<file path="config.mk">
export PLATFORM = sky130hd
export DESIGN_NAME = qp_mem_loader
export DESIGN_NICKNAME = d
export VERILOG_FILES = /design/src/rtl/qp_mem_loader.sv
export SDC_FILE = /design/constraint.sdc
export NUM_CORES = 1
export LEC_CHECK = 0
export CORE_AREA = 2 2 142 144
export DETAILED_ROUTE_END_ITERATION = 8
export DIE_AREA = 0 0 144 146
export DONT_BUFFER_PORTS = 1
export PLACE_DENSITY = 0.33
export RECOVER_POWER = 50
export SLEW_MARGIN = 20
export SYNTH_ARGS = -nofsm -noshare
export SYNTH_HDL_FRONTEND = slang
export SYNTH_SLANG_ARGS = --single-unit
</file>
<file path="constraint.sdc">
create_clock -name clk -period 2.92 [get_ports clk]
set_clock_uncertainty 0.15 [all_clocks]
set_input_delay 0.876 -clock clk [delete_from_list [all_inputs] [get_ports clk]]
set_output_delay 0.876 -clock clk [all_outputs]
set_load 0.02 [all_outputs]
</file>
<file path="src/rtl/qp_mem_loader.sv">
// qp_mem_loader
//   Owns the single port of the query-patch SRAM. In normal operation it
//   streams NUM_QUERYS patches into consecutive SRAM addresses, then serves
//   pipelined single-cycle-issue reads to the search datapath. When
//   wbs_debug is high, the Wishbone controller's SRAM signals pass straight
//   through and all internal traffic is stalled.
//
// Ports
//   clk, rst_n            clock, asynchronous active-low reset
//   wbs_debug             debug override from the Wishbone controller
//   wbs_qp_mem_*          debug SRAM port (csb/web active low); rpatch0 is
//                         the raw SRAM read data
//   load_start            pulse that starts or restarts a load
//   patch_valid/ready/in  query-patch stream
//   load_done             all NUM_QUERYS patches written
//   rd_req/rd_addr        accelerator read request
//   rd_valid/rd_patch     accelerator read response, one cycle after issue
//   mem_*                 SRAM port (csb/web active low); mem_rpatch0 is
//                         valid the cycle after a read issue
module qp_mem_loader #(
  parameter int DATA_WIDTH = 11,
  parameter int PATCH_SIZE = 5,
  parameter int ROW_SIZE   = 24,
  parameter int COL_SIZE   = 17,
  parameter int NUM_QUERYS = ROW_SIZE * COL_SIZE,
  parameter int ADDRW      = $clog2(NUM_QUERYS),
  parameter int PW         = PATCH_SIZE * DATA_WIDTH
) (
  input  logic             clk,
  input  logic             rst_n,

  input  logic             wbs_debug,
  input  logic             wbs_qp_mem_csb0,
  input  logic             wbs_qp_mem_web0,
  input  logic [ADDRW-1:0] wbs_qp_mem_addr0,
  input  logic [PW-1:0]    wbs_qp_mem_wpatch0,
  output logic [PW-1:0]    wbs_qp_mem_rpatch0,

  input  logic             load_start,
  input  logic             patch_valid,
  input  logic [PW-1:0]    patch_in,
  output logic             patch_ready,
  output logic             load_done,

  input  logic             rd_req,
  input  logic [ADDRW-1:0] rd_addr,
  output logic             rd_valid,
  output logic [PW-1:0]    rd_patch,

  output logic             mem_csb0,
  output logic             mem_web0,
  output logic [ADDRW-1:0] mem_addr0,
  output logic [PW-1:0]    mem_wpatch0,
  input  logic [PW-1:0]    mem_rpatch0
);

  localparam logic [ADDRW-1:0] LAST_ADDR = ADDRW'(NUM_QUERYS - 1);

  typedef enum logic [1:0] {
    IDLE,
    LOAD,
    DONE
  } state_t;

  state_t           state, state_nxt;
  logic [ADDRW-1:0] wr_cnt, wr_cnt_nxt;
  logic             load_done_nxt;
  logic             wr_fire;
  logic             rd_fire;

  assign patch_ready = (state == LOAD) & ~wbs_debug & ~load_start;
  assign wr_fire     = patch_valid & patch_ready;
  // Reads only outside LOAD, outside debug, and in range; anything else is
  // dropped without touching the SRAM.
  assign rd_fire     = rd_req & ~wbs_debug & (state != LOAD) & (rd_addr <= LAST_ADDR);

  always_ff @(posedge clk or negedge rst_n) begin
    if (!rst_n) begin
      state     <= IDLE;
      wr_cnt    <= '0;
      load_done <= 1'b0;
      rd_valid  <= 1'b0;
    end else begin
      state     <= state_nxt;
      wr_cnt    <= wr_cnt_nxt;
      load_done <= load_done_nxt;
      rd_valid  <= rd_fire;
    end
  end

  // Debug freezes the whole load context (including load_start) so the
  // stream resumes at the same address once the override is released.
  always_comb begin
    state_nxt     = state;
    wr_cnt_nxt    = wr_cnt;
    load_done_nxt = load_done;
    if (!wbs_debug) begin
      if (load_start) begin
        state_nxt     = LOAD;
        wr_cnt_nxt    = '0;
        load_done_nxt = 1'b0;
      end else if (wr_fire) begin
        if (wr_cnt == LAST_ADDR) begin
          state_nxt     = DONE;
          load_done_nxt = 1'b1;
        end else begin
          wr_cnt_nxt = wr_cnt + ADDRW'(1);
        end
      end
    end
  end

  // SRAM port mux: debug > load write > accelerator read > idle.
  always_comb begin
    mem_csb0    = 1'b1;
    mem_web0    = 1'b1;
    mem_addr0   = '0;
    mem_wpatch0 = '0;
    if (wbs_debug) begin
      mem_csb0    = wbs_qp_mem_csb0;
      mem_web0    = wbs_qp_mem_web0;
      mem_addr0   = wbs_qp_mem_addr0;
      mem_wpatch0 = wbs_qp_mem_wpatch0;
    end else if (wr_fire) begin
      mem_csb0    = 1'b0;
      mem_web0    = 1'b0;
      mem_addr0   = wr_cnt;
      mem_wpatch0 = patch_in;
    end else if (rd_fire) begin
      mem_csb0  = 1'b0;
      mem_addr0 = rd_addr;
    end
  end

  assign wbs_qp_mem_rpatch0 = mem_rpatch0;
  assign rd_patch           = rd_valid ? mem_rpatch0 : '0;

endmodule

</file>
-- After elaboration in Yosys (flattened, before gate mapping)
Cells that the tools add are included.
- register bits: 13
- bits of input ports: 191
- output and inout bits: 179
- logic and storage cells: 42
- add/subtract/negate cells: 1
- magnitude comparators: 1
- eq/ne operators: 4
- muxes and demuxes: 20
- bitwise gates (word level): 8
- reductions and logical operators: 4
- operator list (operator ; count):
    2-to-1 mux 55 bit ; 3
    2-to-1 mux 9 bit ; 6
    adder 9 x 1 -> 9 bit (second input constant) ; 1
    == test 9 bit (second input constant) ; 1
    less-or-equal comparator 9 bit (second input constant) ; 1
    2-to-1 mux 1 bit ; 8
    AND 1 bit ; 6
    2-to-1 mux 2 bit ; 3
    AND reduction 3 bit ; 2
    nonzero test 2 bit ; 2
    == test 2 x 1 -> 1 bit (second input constant) ; 1
    != test 2 x 1 -> 1 bit (second input constant) ; 1
    != test 2 bit (second input constant) ; 1
    inverter 1 bit ; 2

-- Logic depth before layout (Yosys ltp)
- word-level depth: 7
- depth in mapped cells: 7
- depth with buffers taken out: 5

-- Worst setup path before layout
No wires, ideal clock.
- kind: in2out
- start: input port wbs_debug
- end: output port mem_csb0
- arrival time: 2.151 ns
- data required time: 1.894 ns
- setup slack: -0.257 ns
- stages: 6
- buffers on the path: 3
- cell sequence: buf_6 -> and4bb_1 -> buf_6 -> and2b_1 -> buf_2 -> nor3_1
- cells in the longest elaborated chain, start to end: 7
- elaborated cells between the ends (all ways): 10
- those cells by class: 3 x mux; 7 x bitwise
- RTL lines (what ; line ; source):
    from (decl) ; 32 ; input logic wbs_debug,
    inverter 1 bit (no line) ; n/a ;
    AND 1 bit (3 in a row) ; 75 ; assign rd_fire = rd_req & ~wbs_debug & (state != LOAD) & (rd_addr <= LAST_ADDR);
    2-to-1 mux 1 bit ; 129 ; end else if (rd_fire) begin
    2-to-1 mux 1 bit ; 124 ; end else if (wr_fire) begin
    2-to-1 mux 1 bit * ; 119 ; if (wbs_debug) begin
    to (decl) ; 50 ; output logic mem_csb0,
Mark *: on every way between the ends. The rest lies on a longest branch, timed or not.

-- Worst setup path after layout
- start: input port rd_addr[4]
- end: output port mem_addr0[0]
- cells in the longest elaborated chain, start to end: 5
- RTL lines (what ; line ; source):
    from (decl) ; 46 ; input logic [ADDRW-1:0] rd_addr,
    less-or-equal comparator 9 bit ; 75 ;
    AND 1 bit ; 75 ;
    2-to-1 mux 9 bit ; 129 ;
    2-to-1 mux 9 bit ; 124 ;
    2-to-1 mux 9 bit ; 119 ;
    to (decl) ; 52 ; output logic [ADDRW-1:0] mem_addr0,
No other way between the ends.

==> reports/results.txt <==
crit path max fanout - 7
routed vias - 2,074
Setup Crit Path Kind - input port to output pin
Synth cell types - 34
detailed placer's ending HPWL - 9.780 mm
worst hold path class - input port to asynchronous set/reset pin
Final Hold Vio Count - 0
number of synthesized flops with an enable pin - 0
DRC - 0
max_slew headroom - 33.79%
Mapped Avg Cell Area - 7.670 um^2
maximum VDD drop - 134.9 uV
outcome - finished, violations left
largest net degree at the start of global routing - 82
Placed Cells - 489
gr ovfl total - 0
min Tclk post-route - 3.029 ns
Post-Route WL - 11.16 mm
Ys Warns - 0
cell count after synthesis - 284
port bufs - 0
syn nets - 476
core area - 19,330 um^2
global-route wire length before repair - 14.31 mm
PwrDens - 267.1 nW/um^2
Worst-Skew Late Latency - 0.24 ns
DR vias/cell - 4.115
drt initial violations - 66
Startpoint Class - input port
wire per inst - 22.13 um
fin crit share - 103.7%
Die Ht - 146 um
Synth-to-Final Area Change - 29.98%
vias in the first global route - 1,968
clk buf depth - 2
setup violators final - 16
floorplan row count - 51
post-route setup slack - -0.1088 ns
final core utilization - 14.64%
CTS root buf - clkbuf_16
clk sinks - 12
leakage - 1.139 nW
Max stage delay cell, worst path - a211o_1
Routed Antenna Nets - 0
Die ar. - 21,020 um^2
Max Cap Viol - 0
gr usage total - 9.409%
Horiz. Die Dim - 144 um
WP data required - 1.89 ns
Top FF cell, synth - dfrtp_1
cells along the critical path - a211o_1, a311oi_2, buf_4, a221oi_2, a21oi_2, buf_6
sequential share of the synthesized area - 13.79%
Max Clk Rate - 0.3302 GHz
ys async rst share - 100.0%
Worst-Margin Slew - 0.9828 ns
Crit path depth - 6
Nets - 428
routability-driven placement congestion ratio - 0.7156
R2R depth - 5
hold_buf cts - 0
setup TNS - -0.8997 ns
total power - 0.7562 mW
TritonCTS clock tree - yes
Initial Util - 11.27%
Arrival @ worst endpoint - 2.00 ns
critical path's top delay family - compound AO/OA/AOI/OAI gates
top cell type's share of synthesized area - 22.11%
RSZ-0062 raised after global routing - yes
drt pass-1 iters - 4
leading area contributor after synthesis - a22o_1
Ports - 370
fraction of layout cells with a size suffix above 1 - 45.11%
synth top area cells - a22o_1 (22%), buf_4 (19%), and2_1 (16%)
CTS Buf Count - 3
Final Non-Filler Cells - 504
number of synthesized register bits - 12
CTS H-tree lvls - 1
critical path capture point type - output pin
final slew viol count - 0
Crit path largest cell delay - 0.29 ns
clock-pin slew on the worst setup and hold paths - 0.05 ns
Syn Std Cell Area - 2178 um^2
Crit path buffers/inverters - 2
initial antenna violation count - 10
failing checks - negative setup slack
==> sequential cells by signal (all words and copies together) (netlist names) <==
name and flops:
state 1, wr_cnt 9, load_done 1, rd_valid 1
==> cells in the mapped netlist, drive strengths merged (2+ instances only) <==
master / number
a22o: 55
nor2: 6
nand4: 2
a221oi: 9
nand2b: 3
and3: 2
buf: 68
nand3: 4
xor2: 4
clkbuf: 12
and2: 55
nand2: 3
inv: 10
nor2b: 3
o21ai: 5
or3: 2
a21oi: 15
dfrtp: 12
or4: 2
o211ai: 2
==> cell type report <==
type / instances / area, um^2
inverter: 10 / 37.54
multi-input combinational: 183 / 1812
antenna: 4 / 10.01
clock buffer: 4 / 88.84
tap: 265 / 331.6
fill: 2210 / 16500
timing repair buffer: 26 / 251.5
sequential: 12 / 300.3
==> cells by family (layout without fill, tap and decap cells) <==
kind of cell	after synthesis	count (layout)	synth area share (%)
adders and majority gates	1	1	0.5743
DFF	12	12	13.79
xor gates and xnor gates	4	4	1.608
other	0	4	0
AOI/OAI and AO/OA	89	89	32.68
buffers and inverters	90	40	26.25
and+or+nand+nor	88	89	25.10
==> final timing paths <==
path | start | to | slack (ns)
setup / recovery | rd_addr[4] | mem_addr0[0] | -0.11
hold / removal | rst_n | load_done | 0.18
setup reg to reg | load_done | wr_cnt[5] | 0.47
hold reg to reg | load_done | load_done | 0.41
max in group asynchronous | rst_n | wr_cnt[7] | 2.37
min in group clk | load_done | load_done | 0.41
==> cells in the final DEF, fill, tap and decap left out, types with 3 or more instances in the layout <==
cell / netlist / layout
nor2b_1: 3 / 3
and2_0: 0 / 8
a22o_2: 0 / 11
a21oi_1: 15 / 5
a221oi_2: 0 / 9
xor2_1: 4 / 4
a21oi_2: 0 / 10
nand2_1: 3 / 3
nand3_1: 4 / 4
diode_2: 0 / 4
a22o_4: 0 / 44
o21ai_1: 4 / 3
buf_6: 2 / 5
nor2_1: 6 / 6
inv_1: 10 / 10
dfrtp_1: 12 / 12
clkbuf_16: 0 / 5
buf_4: 55 / 15
nand2b_1: 3 / 3
and2_1: 55 / 47
==> per-layer routing <==
layer	vias up	global-route usage, %	wire (um)
li1	867	-	-
met5	-	0	0
met4	0	1.912	142
met1	954	9.179	3666
met3	16	2.106	961
met2	237	19.55	6385
==> repair_timing <==
item	in CTS	in global routing
setup buffers	1	4
resized for setup	13	16
cloned	0	3
pin swaps	0	1
setup endpoints to repair	27	30
==> worst register-to-register path, stage by stage (launching register included) <==
cell,delay (ns)
dfrtp_1,0.40
and4bb_1,0.37
clkbuf_1,0.27
o21ai_0,0.42
or4_1,0.62
a21oi_1,0.14
==> where the power goes <==
group	total [mW]	switching, mW	leakage, nW	internal (mW)
Clock	0.283	0.0757	0.0442	0.207
Sequential	0.187	0.0138	0.160	0.174
Combinational	0.286	0.150	0.934	0.136
==> metrics by stage <==
stage	hold slack [ns]	setup slack, ns	cell area (um^2)
floorplan	0.3517	-0.1069	2628
global placement	0.3960	-0.1018	2565
detailed placement	0.3817	-0.1142	2565
CTS	0.1697	-0.1138	2735
global route	0.1680	-0.1829	2831
finish	0.1769	-0.1088	2831
Note: power is estimated with default switching activity, not from simulation.
